===== src/rtl/spart_driver.sv =====
// SPART host-side driver: programs the baud divisor, then polls status and
// moves bytes between the SPART and a 4-deep TX FIFO, optionally echoing RX.
module spart_driver #(
    parameter logic [15:0] DIV_4800  = 16'h0516,
    parameter logic [15:0] DIV_9600  = 16'h028B,
    parameter logic [15:0] DIV_19200 = 16'h0145,
    parameter logic [15:0] DIV_38400 = 16'h00A2
) (
    input  logic       clk,
    input  logic       rst,
    input  logic [1:0] br_cfg,
    input  logic       echo_en,
    input  logic       tx_wr,
    input  logic [7:0] tx_data,
    output logic       tx_full,
    output logic       rx_valid,
    output logic [7:0] rx_byte,
    output logic       cfg_done,
    output logic       iocs,
    output logic       iorw,
    output logic [1:0] ioaddr,
    output logic [7:0] databus_out,
    input  logic [7:0] databus_in
);

    typedef enum logic [2:0] {
        INIT, CFG_LO, CFG_HI, POLL, READ_RX, WRITE_TX
    } state_t;

    state_t      state_q;
    logic [1:0]  cfg_q;
    logic        cfg_done_q;
    logic        rx_valid_q;
    logic [7:0]  rx_byte_q;
    logic [7:0]  mem_q [4];
    logic [1:0]  wr_ptr_q;
    logic [1:0]  rd_ptr_q;
    logic [2:0]  cnt_q;
    logic [2:0]  cnt_d;
    logic [15:0] div;
    logic        full;
    logic        empty;
    logic        push;
    logic        pop;
    logic        push_ok;
    logic [7:0]  push_data;

    assign full      = (cnt_q == 3'd4);
    assign empty     = (cnt_q == 3'd0);
    assign push      = echo_en ? (state_q == READ_RX) : tx_wr;
    assign push_data = echo_en ? databus_in : tx_data;
    assign pop       = (state_q == WRITE_TX) && !empty;
    // a pop in the same cycle frees the slot, so a push while full still lands
    assign push_ok   = push && (!full || pop);

    assign tx_full  = full;
    assign rx_valid = rx_valid_q;
    assign rx_byte  = rx_byte_q;
    assign cfg_done = cfg_done_q;

    always_comb begin
        unique case (cfg_q)
            2'b00: div = DIV_4800;
            2'b01: div = DIV_9600;
            2'b10: div = DIV_19200;
            2'b11: div = DIV_38400;
        endcase
    end

    always_comb begin
        iocs        = 1'b0;
        iorw        = 1'b1;
        ioaddr      = 2'b00;
        databus_out = 8'h00;
        case (state_q)
            CFG_LO: begin
                iocs        = 1'b1;
                iorw        = 1'b0;
                ioaddr      = 2'b10;
                databus_out = div[7:0];
            end
            CFG_HI: begin
                iocs        = 1'b1;
                iorw        = 1'b0;
                ioaddr      = 2'b11;
                databus_out = div[15:8];
            end
            POLL: begin
                iocs   = 1'b1;
                ioaddr = 2'b01;
            end
            READ_RX: begin
                iocs = 1'b1;
            end
            WRITE_TX: begin
                iocs        = 1'b1;
                iorw        = 1'b0;
                databus_out = mem_q[rd_ptr_q];
            end
            default: ;
        endcase
    end

    always_comb begin
        cnt_d = cnt_q;
        if (push_ok && !pop) begin
            cnt_d = cnt_q + 3'd1;
        end else if (pop && !push_ok) begin
            cnt_d = cnt_q - 3'd1;
        end
    end

    always_ff @(posedge clk) begin
        if (rst) begin
            wr_ptr_q <= 2'd0;
            rd_ptr_q <= 2'd0;
            cnt_q    <= 3'd0;
        end else begin
            if (push_ok) begin
                mem_q[wr_ptr_q] <= push_data;
                wr_ptr_q        <= wr_ptr_q + 2'd1;
            end
            if (pop) begin
                rd_ptr_q <= rd_ptr_q + 2'd1;
            end
            cnt_q <= cnt_d;
        end
    end

    // cfg_q is captured on entry to CFG_LO so the divisor bytes match it
    always_ff @(posedge clk) begin
        if (rst) begin
            state_q    <= INIT;
            cfg_q      <= 2'b00;
            cfg_done_q <= 1'b0;
            rx_valid_q <= 1'b0;
            rx_byte_q  <= 8'h00;
        end else begin
            rx_valid_q <= 1'b0;
            case (state_q)
                INIT: begin
                    cfg_q      <= br_cfg;
                    cfg_done_q <= 1'b0;
                    state_q    <= CFG_LO;
                end
                CFG_LO: state_q <= CFG_HI;
                CFG_HI: begin
                    cfg_done_q <= 1'b1;
                    state_q    <= POLL;
                end
                POLL: begin
                    if (br_cfg != cfg_q) begin
                        cfg_q      <= br_cfg;
                        cfg_done_q <= 1'b0;
                        state_q    <= CFG_LO;
                    end else if (databus_in[0] && !(echo_en && full)) begin
                        state_q <= READ_RX;
                    end else if (databus_in[1] && !empty) begin
                        state_q <= WRITE_TX;
                    end
                end
                READ_RX: begin
                    rx_byte_q  <= databus_in;
                    rx_valid_q <= 1'b1;
                    state_q    <= POLL;
                end
                WRITE_TX: state_q <= POLL;
                default:  state_q <= INIT;
            endcase
        end
    end

endmodule


===== config.mk =====
export PLATFORM = sky130hd
export DESIGN_NAME = spart_driver
export DESIGN_NICKNAME = d
export VERILOG_FILES = /design/src/rtl/spart_driver.sv
export SDC_FILE = /design/constraint.sdc
export NUM_CORES = 1
export LEC_CHECK = 0
export BUFFER_PORTS_ARGS = -buffer_cell sky130_fd_sc_hd__buf_2
export CORE_MARGIN = 3
export CORE_UTILIZATION = 45
export DETAILED_ROUTE_END_ITERATION = 12
export MAX_ROUTING_LAYER = met4
export PLACE_DENSITY = 0.66
export SYNTH_ARGS = -nofsm -noshare
export SYNTH_HDL_FRONTEND = slang
export SYNTH_SLANG_ARGS = --single-unit

===== constraint.sdc =====
create_clock -name clk -period 3.3 [get_ports clk]
set_input_delay 0.165 -clock clk [delete_from_list [all_inputs] [get_ports clk]]
set_output_delay 0.165 -clock clk [all_outputs]
set_load 0.02 [all_outputs]

Word level (Yosys, flattened, before mapping):

Memory sizes are Yosys's and may differ from the RTL's. A register that Yosys moved wholly into a read port is not among the register bits.
Cells that the tools add are included.

* output and inout port bits: 23
* memories: 1
* RAM bits: 32
* ROM bits: 0
* bits in latches: 0
* logic and storage cells: 72
* input port bits: 22
* bits in registers: 22

Memory list
* mem_q: words 4, bits a word 8, rd ports 1, clocked after Yosys merged registers in 1, wr ports 1, RTL line 35 `logic [7:0] mem_q [4];`

* order comparisons: 0
* divide/modulo/power cells: 0
* shift operators: 0
* add/subtract/negate cells: 4
* equal/unequal tests: 12
* bitwise operators: 0
* reductions and logical operators: 24
* multiply operators: 0
* multiplexer cells: 23

Operators with widths (number)
* $pmux 16 s4: 1
* $pmux 8 s3: 1
* $mux 3: 5
* $pmux 3 s4: 1
* $eq 3x3->1 const B: 3
* $mux 1: 8
* $mux 8: 1
* $logic_and 1x1->1: 7
* $eq 3x2->1 const B: 2
* $logic_not 3->1: 2
* $mux 2: 3
* $pmux 2 s3: 1
* $reduce_or 3->1: 2
* $logic_not 1->1: 5
* $reduce_or 5->1: 1
* $add 2x1->2 const B: 2
* $eq 2x2->1 const B: 2
* $ne 4x4->1 const B: 1
* $pmux 2 s2: 1
* $reduce_and 2->1: 2
* $reduce_bool 2->1: 2
* $add 3x1->3 const B: 1
* $eq 3x1->1 const B: 1
* $pmux 1 s3: 1
* other kinds (7): 7

Depth between registers and ports, before layout:

Gate-level depths: netlist of run 1.

* depth in word-level cells: 9
* mapped depth: 9
* gate-level depth less buffers: 8

Least setup slack after synthesis of run 1:

Ideal clock, no wire load.

* kind: reg-to-reg
* start: reg cnt_q[0]
* end: reg cnt_q[2]
* setup time: 0.070 ns
* arrival: 2.036 ns
* clock period less this slack: 2.107 ns
* path buffers: 0
* stages on the path, launching flop included: 9
* path slack: 1.193 ns
* cell sequence: dfxtp_1 nor3b_2 a22oi_4 ha_1 inv_1 fa_1 xor2_1 or3_1 a21oi_1

RTL lines
* start: declaration: RTL line 38 `logic [2:0] cnt_q;`
* start signal: assignment: RTL line 126 `cnt_q <= cnt_d;`
* $eq 3x3->1 *: RTL line 48 `assign full = (cnt_q == 3'd4);`
* net tx_full: RTL line 15 `output logic tx_full,`
* $logic_not 1->1 *: RTL line 54 `assign push_ok = push && (!full || pop);`
* $logic_or 1x1->1 *: RTL line 54
* $logic_and 1x1->1 *: RTL line 54
* $logic_not 1->1: RTL line 108 `end else if (pop && !push_ok) begin`
* $logic_and 1x1->1: RTL line 108
* $reduce_bool 2->1 (no source line)

The timed path passes the listed nets; every way through them passes the cells marked *. The select of a mux whose other input is x is not followed.
A chain may end at the register's enable or synchronous reset.

Worst setup path in the final report of run 1:

* start: reg state_q[0]
* end: reg cnt_q[2]

* cells in the longest elaborated chain, start to end: 7

RTL lines
* start: declaration: RTL line 30 `state_t state_q;`
* start signal: assignment: RTL line 133 `state_q <= INIT;`
* start signal: assignment: RTL line 144 `state_q <= CFG_LO;`
* start signal: assignment: RTL line 146 `CFG_LO: state_q <= CFG_HI;`
* $eq 3x3->1: RTL line 52 `assign pop = (state_q == WRITE_TX) && !empty;`
* $logic_and 1x1->1: RTL line 52
* $logic_or 1x1->1: RTL line 54
* $logic_and 1x1->1: RTL line 54
* $logic_not 1->1: RTL line 108
* $logic_and 1x1->1: RTL line 108
* $reduce_bool 2->1 (no source line)

Parallel ways exist; a longest one is shown, timed or not.

==> flow_summary.yaml, run 1 <==
logic_synthesis:
  synth_top_area_share: 0.357
  yosys.cell_types.count: 43
  synth_area_per_cell_um2: 12.7
  yosysWarningCount: 0
  synthMuxAreaShare: 0.153
  synth-compound-area-share: 0.0758
  synthXorXnorAreaFrac: 0.0163
  synth_area_mm2: 0.00269
  async_reset_ff_frac: 0
  yosys_most_used_dff: "edfxtp_1"
  ys_top_cells_by_area: "edfxtp_1 (36%), dfxtp_1 (18%), mux4_2 (6.7%)"
  synth_top_family_by_area: "multiplexers"
  synth_edf_count: 32
  ys_seq_elements: 56
  yosysTopAreaCell: "edfxtp_1"
  yosysSeqAreaShare: 0.536
  syn_nets: 246
  netlist_instances: 212
  synth-simple-area-share: 0.120
  synthAdderAreaFrac: 0.0586
setup_path:
  crit_slowest_cell: "dfxtp_1"
  cp_top_family: "flip-flops"
  crit_type: "flop to flop"
  r2r-start: "state_q[0]$_SDFFE_PP0P_"
  cp_data_required_time_ps: 3550
  arrival_ps: 2600
  r2r_setup_slack_ps: 940
  end_kind: "flop"
  crit_start: "state_q[0]$_SDFFE_PP0P_"
  critPathMaxFanout: 11
  crit_path_start_kind: "flop"
  crit_cells: 8
  timing.rr.end: "cnt_q[2]$_SDFFE_PP0P_"
  crit_chain: "nand3b_4 > a22oi_4 > ha_1 > inv_1 > fa_1 > xor2_1 > or3_1 > a21oi_1"
  critPathMaxStageDelay_ps: 600
  r2r_cells: 8
  critPathCapture: "cnt_q[2]$_SDFFE_PP0P_"
  cp_num_buf_inv: 1
cells_and_area:
  drive_gt1_frac: 0.304
  num-nets-final: 286
  final_common_cell: "buf_2"
  antennaDiodeCount: 0
  mostFrequentLayoutCells: "buf_2 (44), edfxtp_1 (32), dfxtp_1 (24), nor2_1 (18)"
  syn2layout_area_growth_pct: 12.7
clock_tree:
  cts_buffers: 5
  cts_hold_buf: 0
  clock_latency_ps: 310
  postCtsSetupRepairBufs: 0
  clk_pin_slew_ps: 100
  clockBufferDepth: 2
  root_buffer: "clkbuf_8"
  cts_max_level: 2
  cts_resized: 0
  tritoncts: "done"
  clock-sinks: 56
die:
  fp.dieW_um: 83.3
  die_area_mm2: 0.00694
  start_util: 0.477
  num_rows: 27
  fp.dieH_um: 83.3
  num_io_pins: 45
  coreArea_mm2: 0.00564
pwr:
  power_density_mw_per_mm2: 472
  p_total_uw: 1430
  peakVddDrop_v: 0.000199
  p_leak_uw: 0.00117
sta:
  relSlewSlack: 0.370
  final-setup-viol-count: 0
  hold_viol_final: 0
  min_period_ps: 2360
  min_period_over_period: 0.714
  rsz0062_at_grt: "no"
  tightest_slew_ps: 941
  fin_setup_tns_ps: 0
  max_freq_ghz: 0.424
  drv_slew: 0
  fin_skew_ps: 9.01
routing:
  drtIter0Drc: 149
  drcViolationCount: 0
  antenna_left: 0
  vias: 1724
  wl_mm: 4.97
  drt_pass1_iterations: 4
  post_drt_wl_per_cell_um: 15.3
  routed_via_density: 5.30
placed_design:
  port_buffers: 44
  place.gp.congestion: 0.800
  dpl.hpwl_mm: 3.60
min_path:
  min_path_type: "input pin to flop"
global_route:
  antenna_found_initial: 0
  track_usage: 0.160
  grt_max_degree: 27
  grt_pass1_vias: 1712
  grt_pass1_wl_mm: 8.65
  overflow: 0
run:
  drv_cap: 0
run_status:
  status: "finished, final reports clean"
synthesized netlist by cell type (4+ instances only):
cell type   n
and3_1      5
mux2i_1    13
ha_1       11
inv_1       9
dfxtp_1    24
nor2_1     18
a21oi_1    13
nand2_1     8
o21ai_0     6
edfxtp_1   32
buf_2       5
a21boi_0    4
nand2b_1    4
mux2_2      9
mux4_2      8
or3_1       4
cells by family after synthesis:
group           count (synthesis)
simple gates                   56
flops                          56
compound gates                 32
mux                            30
buf+inv                        21
fa+ha+maj                      12
xor+xnor                        5
state kept, by name, indices dropped and copies added (netlist names), named ones only:
signal / cells
mem_q: 32
rx_byte: 8
rx_valid: 1
cfg_done: 1
cfg_q: 2
state_q: 3
wr_ptr_q: 2
cnt_q: 3
rd_ptr_q: 2
report_power, final:
part | switching (µW) | internal [µW] | total, µW
registers | 32.5 | 762 | 795
clock network | 225 | 153 | 377
logic | 151 | 105 | 257
tightest hold or removal path, cell delays in order:
cell and delay (ps):
buf_2 90, mux2i_1 60, nor2_1 70
worst min path at each step:
stage,slack [ps],cells past startpoint,start,to
global placement,420,3,databus_in[7],rx_byte[7]$_SDFFE_PP0P_
finish,100,3,databus_in[2],rx_byte[2]$_SDFFE_PP0P_
detailed placement,420,3,databus_in[2],rx_byte[2]$_SDFFE_PP0P_
floorplan,310,2,databus_in[0],rx_byte[0]$_SDFFE_PP0P_
CTS,90,3,databus_in[2],rx_byte[2]$_SDFFE_PP0P_
global route,110,3,databus_in[6],rx_byte[6]$_SDFFE_PP0P_
final cells by class:
| class | count | area (µm²) |
|---|---|---|
| clock buffers | 5 | 68.8 |
| clock inverters | 3 | 22.5 |
| fillers | 488 | 2610 |
| inverters | 9 | 33.8 |
| multi-input cells | 135 | 1140 |
| flip-flops and latches | 56 | 1440 |
| well taps | 72 | 90.1 |
| repair buffers | 45 | 228 |
per-layer routing:
layer / global-route usage / up-vias / routed length, µm
li1: - / 847 / -
met1: 0.220 / 823 / 2410
met2: 0.238 / 48 / 2260
met3: 0.0327 / 6 / 238
met4: 0.0535 / 0 / 63
met5: - / - / 0
metrics by stage:
step	utilization	area [µm²]	cells	hold slack, ps	setup WS [ps]
final	0.537	3030	325	99.2	943
after floorplan	-	2690	212	312	1190
after detailed placement	0.521	2940	317	423	957
after global routing	0.537	3030	325	110	755
after CTS	0.537	3030	325	91.2	941
after global placement	0.521	2940	317	420	1030
(Power assumes the default switching activity.)
==> run 2: changes to the inputs <==
--- a/config.mk
+++ b/config.mk
@@ -10,7 +10,7 @@
 export CORE_UTILIZATION = 45
 export DETAILED_ROUTE_END_ITERATION = 12
 export MAX_ROUTING_LAYER = met4
-export PLACE_DENSITY = 0.66
+export PLACE_DENSITY = 0.69
 export SYNTH_ARGS = -nofsm -noshare
 export SYNTH_HDL_FRONTEND = slang
 export SYNTH_SLANG_ARGS = --single-unit
==> constraint.sdc (replaced) <==
create_clock -name clk -period 1.9 [get_ports clk]
set_input_delay 0.095 -clock clk [delete_from_list [all_inputs] [get_ports clk]]
set_output_delay 0.095 -clock clk [all_outputs]
set_load 0.02 [all_outputs]
==> flow_summary.yaml, run 2 (synthesis gave the netlist of run 1 again) <==
sta:
  min_period_over_period: 1.02
  final-setup-viol-count: 1
  holdWs_ps: 40.2
  final.setup.worst_slack_ps: -29.8
  hold_viol_final: 0
  max_freq_ghz: 0.518
  relSlewSlack: 0.713
  tightest_slew_ps: 431
  fin_skew_ps: 5.31
  rsz0062_at_grt: "yes"
  min_period_ps: 1930
  drv_slew: 0
clock_tree:
  clock-sinks: 56
  cts_buffers: 5
  cts_hold_buf: 0
  clk_pin_slew_ps: 100
  tritoncts: "done"
  root_buffer: "clkbuf_8"
  clock_latency_ps: 310
  cts_max_level: 2
  clockBufferDepth: 2
die:
  fp.dieH_um: 83.3
  num_rows: 27
  start_util: 0.477
  coreArea_mm2: 0.00564
  fp.dieW_um: 83.3
  die_area_mm2: 0.00694
  num_io_pins: 45
setup_path:
  r2r_cells: 8
  arrival_ps: 2180
  crit_path_start_kind: "flop"
  r2r-start: "state_q[1]$_SDFFE_PP0P_"
  critPathMaxStageDelay_ps: 340
  cp_data_required_time_ps: 2150
  timing.rr.end: "cnt_q[2]$_SDFFE_PP0P_"
  crit_type: "flop to flop"
  crit_chain: "nand3b_4 > a22oi_4 > ha_4 > inv_2 > fa_2 > xor2_1 > or3_1 > a21oi_1"
  critPathMaxFanout: 3
  r2r_setup_slack_ps: -30
  crit_slowest_cell: "dfxtp_2"
  end_kind: "flop"
routing:
  wl_mm: 5.12
  drtIter0Drc: 67
  drcViolationCount: 0
  drt_pass1_iterations: 4
  vias: 1763
  routed_via_density: 5.19
  antenna_left: 0
  post_drt_wl_per_cell_um: 15.1
cells_and_area:
  final_common_cell: "buf_2"
  syn2layout_area_growth_pct: 19.6
  mostFrequentLayoutCells: "buf_2 (44), edfxtp_1 (32), nor2_1 (18), dfxtp_1 (16), buf_4 (15)"
  drive_gt1_frac: 0.399
  n_fill_cell: 469
  design_area_mm2: 0.00322
  finalNonFillerCells: 340
  num-nets-final: 301
  largest-register: "mem_q"
  antennaDiodeCount: 0
  largest_register_ffs: 32
min_path:
  min_path_type: "input pin to flop"
  hold_path_end: "rx_byte[3]$_SDFFE_PP0P_"
  min_from: "databus_in[3]"
  worstHoldPathCells: 3
pwr:
  p_leak_uw: 0.00126
  peakVddDrop_v: 0.000456
  power_density_mw_per_mm2: 795
global_route:
  overflow: 0
  track_usage: 0.157
  antenna_found_initial: 0
  grt_max_degree: 27
  grt_pass1_wl_mm: 8.38
  grt_pass1_vias: 1724
run_status:
  violations: "setup timing"
  status: "finished, violations left"
placed_design:
  dp.cells: 332
  place.gp.congestion: 0.812
  port_buffers: 44
  dpl.hpwl_mm: 3.84
  dpl_worst_slack_ps: -92.1
  placed_area_mm2: 0.00308
run:
  drv_cap: 0
==> run 2: layout make-up <==
class,count,area [µm²],area share
Sequential cell,56,1450,0.451
Multi-Input combinational cell,135,1190,0.372
Timing Repair Buffer,60,353,0.110
Tap cell,72,90.1,0.0280
Clock buffer,5,68.8,0.0214
Inverter,9,33.8,0.0105
Clock inverter,3,23.8,0.00739
==> run 2: worst max-delay path by stage <==
| stage | from | end | slack (ps) |
|---|---|---|---|
| floorplan | state_q[0]$_SDFFE_PP0P_ | cnt_q[2]$_SDFFE_PP0P_ | -100 |
| global placement | state_q[0]$_SDFFE_PP0P_ | cnt_q[2]$_SDFFE_PP0P_ | -30 |
| detailed placement | state_q[2]$_SDFFE_PP0P_ | cnt_q[2]$_SDFFE_PP0P_ | -90 |
| CTS | state_q[1]$_SDFFE_PP0P_ | cnt_q[2]$_SDFFE_PP0P_ | -40 |
| global route | state_q[1]$_SDFFE_PP0P_ | cnt_q[2]$_SDFFE_PP0P_ | -130 |
| finish | state_q[1]$_SDFFE_PP0P_ | cnt_q[2]$_SDFFE_PP0P_ | -30 |
==> run 2: what timing repair did <==
| action | CTS | global route |
|---|---|---|
| resized for setup | 8 | 4 |
| gates cloned | 0 | 0 |
| setup endpoints to repair | 3 | 5 |
| setup buffers | 0 | 0 |
| pin swaps | 1 | 0 |
==> run 2: report_power, final <==
group | total (µW) | leakage (µW) | switching (µW) | internal, µW
combinational | 527 | 0.000719 | 293 | 234
sequential | 1370 | 0.000487 | 38.1 | 1330
clock | 664 | 0.0000495 | 394 | 270
total | 2560 | 0.00126 | 725 | 1830
==> run 2: metal layers <==
metal  part of all wire  global-route usage  wire [µm]  up-vias
met4              0.015              0.0579         76        0
met1               0.48               0.210       2450      831
met2               0.46               0.235       2370       45
met3              0.044              0.0367        224        5
met5                  0                   -          0        -
li1                   -                   -          -      882
==> run 2: stage by stage <==
step	total power (µW)	TNS, ps	util
2_1_floorplan	1730	-104	-
5_1_grt	2700	-127	0.570
3_3_place_gp	1890	-27.0	0.546
6_report	2560	-29.8	0.570
4_1_cts	2580	-44.8	0.568
3_5_place_dp	1900	-92.1	0.546
==> run 2: worst max-delay path: cells and delay by family (launching register included) <==
kind | cells | cell delay (ps)
adder cells (fa/ha/maj) | 2 | 490
AND/OR/NAND/NOR | 2 | 480
AO/OA/AOI/OAI | 2 | 350
flip-flops | 1 | 340
XOR/XNOR | 1 | 170
buffers and inverters | 1 | 40
==> run 3: changes to the inputs <==
--- a/config.mk
+++ b/config.mk
@@ -10,7 +10,7 @@
 export CORE_UTILIZATION = 45
 export DETAILED_ROUTE_END_ITERATION = 12
 export MAX_ROUTING_LAYER = met4
-export PLACE_DENSITY = 0.69
+export PLACE_DENSITY = 0.66
 export SYNTH_ARGS = -nofsm -noshare
 export SYNTH_HDL_FRONTEND = slang
 export SYNTH_SLANG_ARGS = --single-unit
==> constraint.sdc (replaced) <==
create_clock -name clk -period 1.8 [get_ports clk]
set_input_delay 0.18 -clock clk [delete_from_list [all_inputs] [get_ports clk]]
set_output_delay 0.18 -clock clk [all_outputs]
set_load 0.02 [all_outputs]
==> flow_summary.yaml, run 3 (synthesis gave the netlist of run 1 again) <==
run:
  drv_cap: 0
clock_tree:
  root_buffer: "clkbuf_8"
  tritoncts: "done"
  clockBufferDepth: 2
  clock-sinks: 56
  cts_buffers: 5
  clk_pin_slew_ps: 100
  cts_hold_buf: 0
  cts_max_level: 2
  clock_latency_ps: 300
global_route:
  antenna_found_initial: 0
  track_usage: 0.162
  grt_pass1_wl_mm: 8.78
  overflow: 0
  grt_max_degree: 27
  grt_pass1_vias: 1763
setup_path:
  critPathMaxFanout: 3
  crit_path_start_kind: "flop"
  arrival_ps: 2150
  cp_top_family: "simple AND/OR/NAND/NOR gates"
  critPathMaxStageDelay_ps: 340
  end_kind: "flop"
  crit_slowest_cell: "dfxtp_2"
  cp_data_required_time_ps: 2040
  crit_chain: "nand4bb_4 > a22oi_4 > ha_4 > inv_2 > fa_2 > xor2_1 > or3_1 > a21oi_1"
  cp_num_buf_inv: 1
  crit_type: "flop to flop"
routing:
  post_drt_wl_per_cell_um: 14.8
  wl_mm: 5.15
  met3_length_um: 257
  antenna_left: 0
  met1_length_mm: 2.41
  routed_via_density: 5.09
  drcViolationCount: 0
  drt_pass1_iterations: 4
  wl_met2_mm: 2.43
  vias: 1771
  top_layer_used: "met4"
  drtIter0Drc: 86
sta:
  min_period_ps: 1920
  rsz0062_at_grt: "yes"
  relSlewSlack: 0.721
  final.setup.worst_slack_ps: -116
  hold_viol_final: 0
  drv_slew: 0
  fin_skew_ps: 5.33
  fin_setup_tns_ps: -558
  max_freq_ghz: 0.522
  holdWs_ps: 129
  final-setup-viol-count: 8
  tightest_slew_ps: 413
  min_period_over_period: 1.06
pwr:
  p_int_uw: 1950
  power.share.clock: 0.244
  p_comb_frac: 0.221
  p_leak_uw: 0.00130
  switching_share: 0.277
  p_sw_uw: 744
  peakVddDrop_v: 0.000490
  power_density_mw_per_mm2: 811
  p_seq_frac: 0.535
cells_and_area:
  final_common_cell: "buf_2"
  syn2layout_area_growth_pct: 23.4
  n_fill_cell: 476
  largest_register_ffs: 32
  antennaDiodeCount: 0
  num-nets-final: 309
  largest-register: "mem_q"
  post-route-util: 0.588
  drive_gt1_frac: 0.442
  mostFrequentLayoutCells: "buf_2 (39), edfxtp_1 (32), buf_4 (25), nor2_1 (18), dfxtp_1 (16)"
run_status:
  violations: "setup timing"
  status: "finished, violations left"
die:
  start_util: 0.477
  num_rows: 27
  fp.dieW_um: 83.3
  num_io_pins: 45
  die_area_mm2: 0.00694
  fp.dieH_um: 83.3
  coreArea_mm2: 0.00564
min_path:
  min_path_type: "input pin to flop"
placed_design:
  port_buffers: 44
  dpl.hpwl_mm: 3.90
  place.gp.congestion: 0.773
run 3: final cells by class:
| cell class | count | area, µm² | share of cell area |
|---|---|---|---|
| timing repair buffer | 68 | 437 | 0.132 |
| multi-input combinational | 135 | 1210 | 0.366 |
| clock buffer | 5 | 68.8 | 0.0207 |
| clock inverter | 3 | 18.8 | 0.00566 |
| tap | 72 | 90.1 | 0.0271 |
| inverter | 9 | 33.8 | 0.0102 |
| sequential | 56 | 1460 | 0.439 |
run 3: metrics by stage:
stage / area [µm²] / power [µW] / setup slack, ps / instances
6_report: 3320 / 2690 / -116 / 348
5_1_grt: 3320 / 2840 / -211 / 348
4_1_cts: 3270 / 2690 / -123 / 347
3_5_place_dp: 3120 / 2020 / -170 / 338
3_3_place_gp: 3120 / 2010 / -136 / 338
2_1_floorplan: 2700 / 1830 / -204 / 212
run 3: power by group through the flow:
stage,Clock [µW],Sequential (µW),Combinational [µW]
floorplan,0,1470,364
global placement,0,1460,551
detailed placement,0,1460,556
CTS,673,1440,582
global route,731,1440,667
finish,657,1440,594
run 3: layer usage:
| metal | vias to the layer above | global-route usage |
|---|---|---|
| li1 | 897 | - |
| met5 | - | - |
| met4 | 0 | 0.0461 |
| met1 | 827 | 0.221 |
| met2 | 43 | 0.244 |
| met3 | 4 | 0.0377 |
run 3: final timing paths:
check / start / end / slack [ps] / cells after the start
worst min-delay path: databus_in[4] / rx_byte[4]$_SDFFE_PP0P_ / 130 / 3
worst max-delay path: state_q[1]$_SDFFE_PP0P_ / cnt_q[2]$_SDFFE_PP0P_ / -120 / 8
worst min register to register: cfg_done$_SDFFE_PP0P_ / cfg_done$_SDFFE_PP0P_ / 490 / 2
worst max register to register: state_q[1]$_SDFFE_PP0P_ / cnt_q[2]$_SDFFE_PP0P_ / -120 / 8
run 3: worst reg2reg max path: stages (launching register included):
cell and delay, ps:
dfxtp_2 340, nand4bb_4 230, a22oi_4 170, ha_4 170
inv_2 30, fa_2 320, xor2_1 170, or3_1 300
a21oi_1 120
run 3: what timing repair did:
item	4_1_cts	5_1_grt
pin swaps	8	5
setup buffers	1	1
endpoints found under the setup margin	11	12
gates resized for setup	17	12
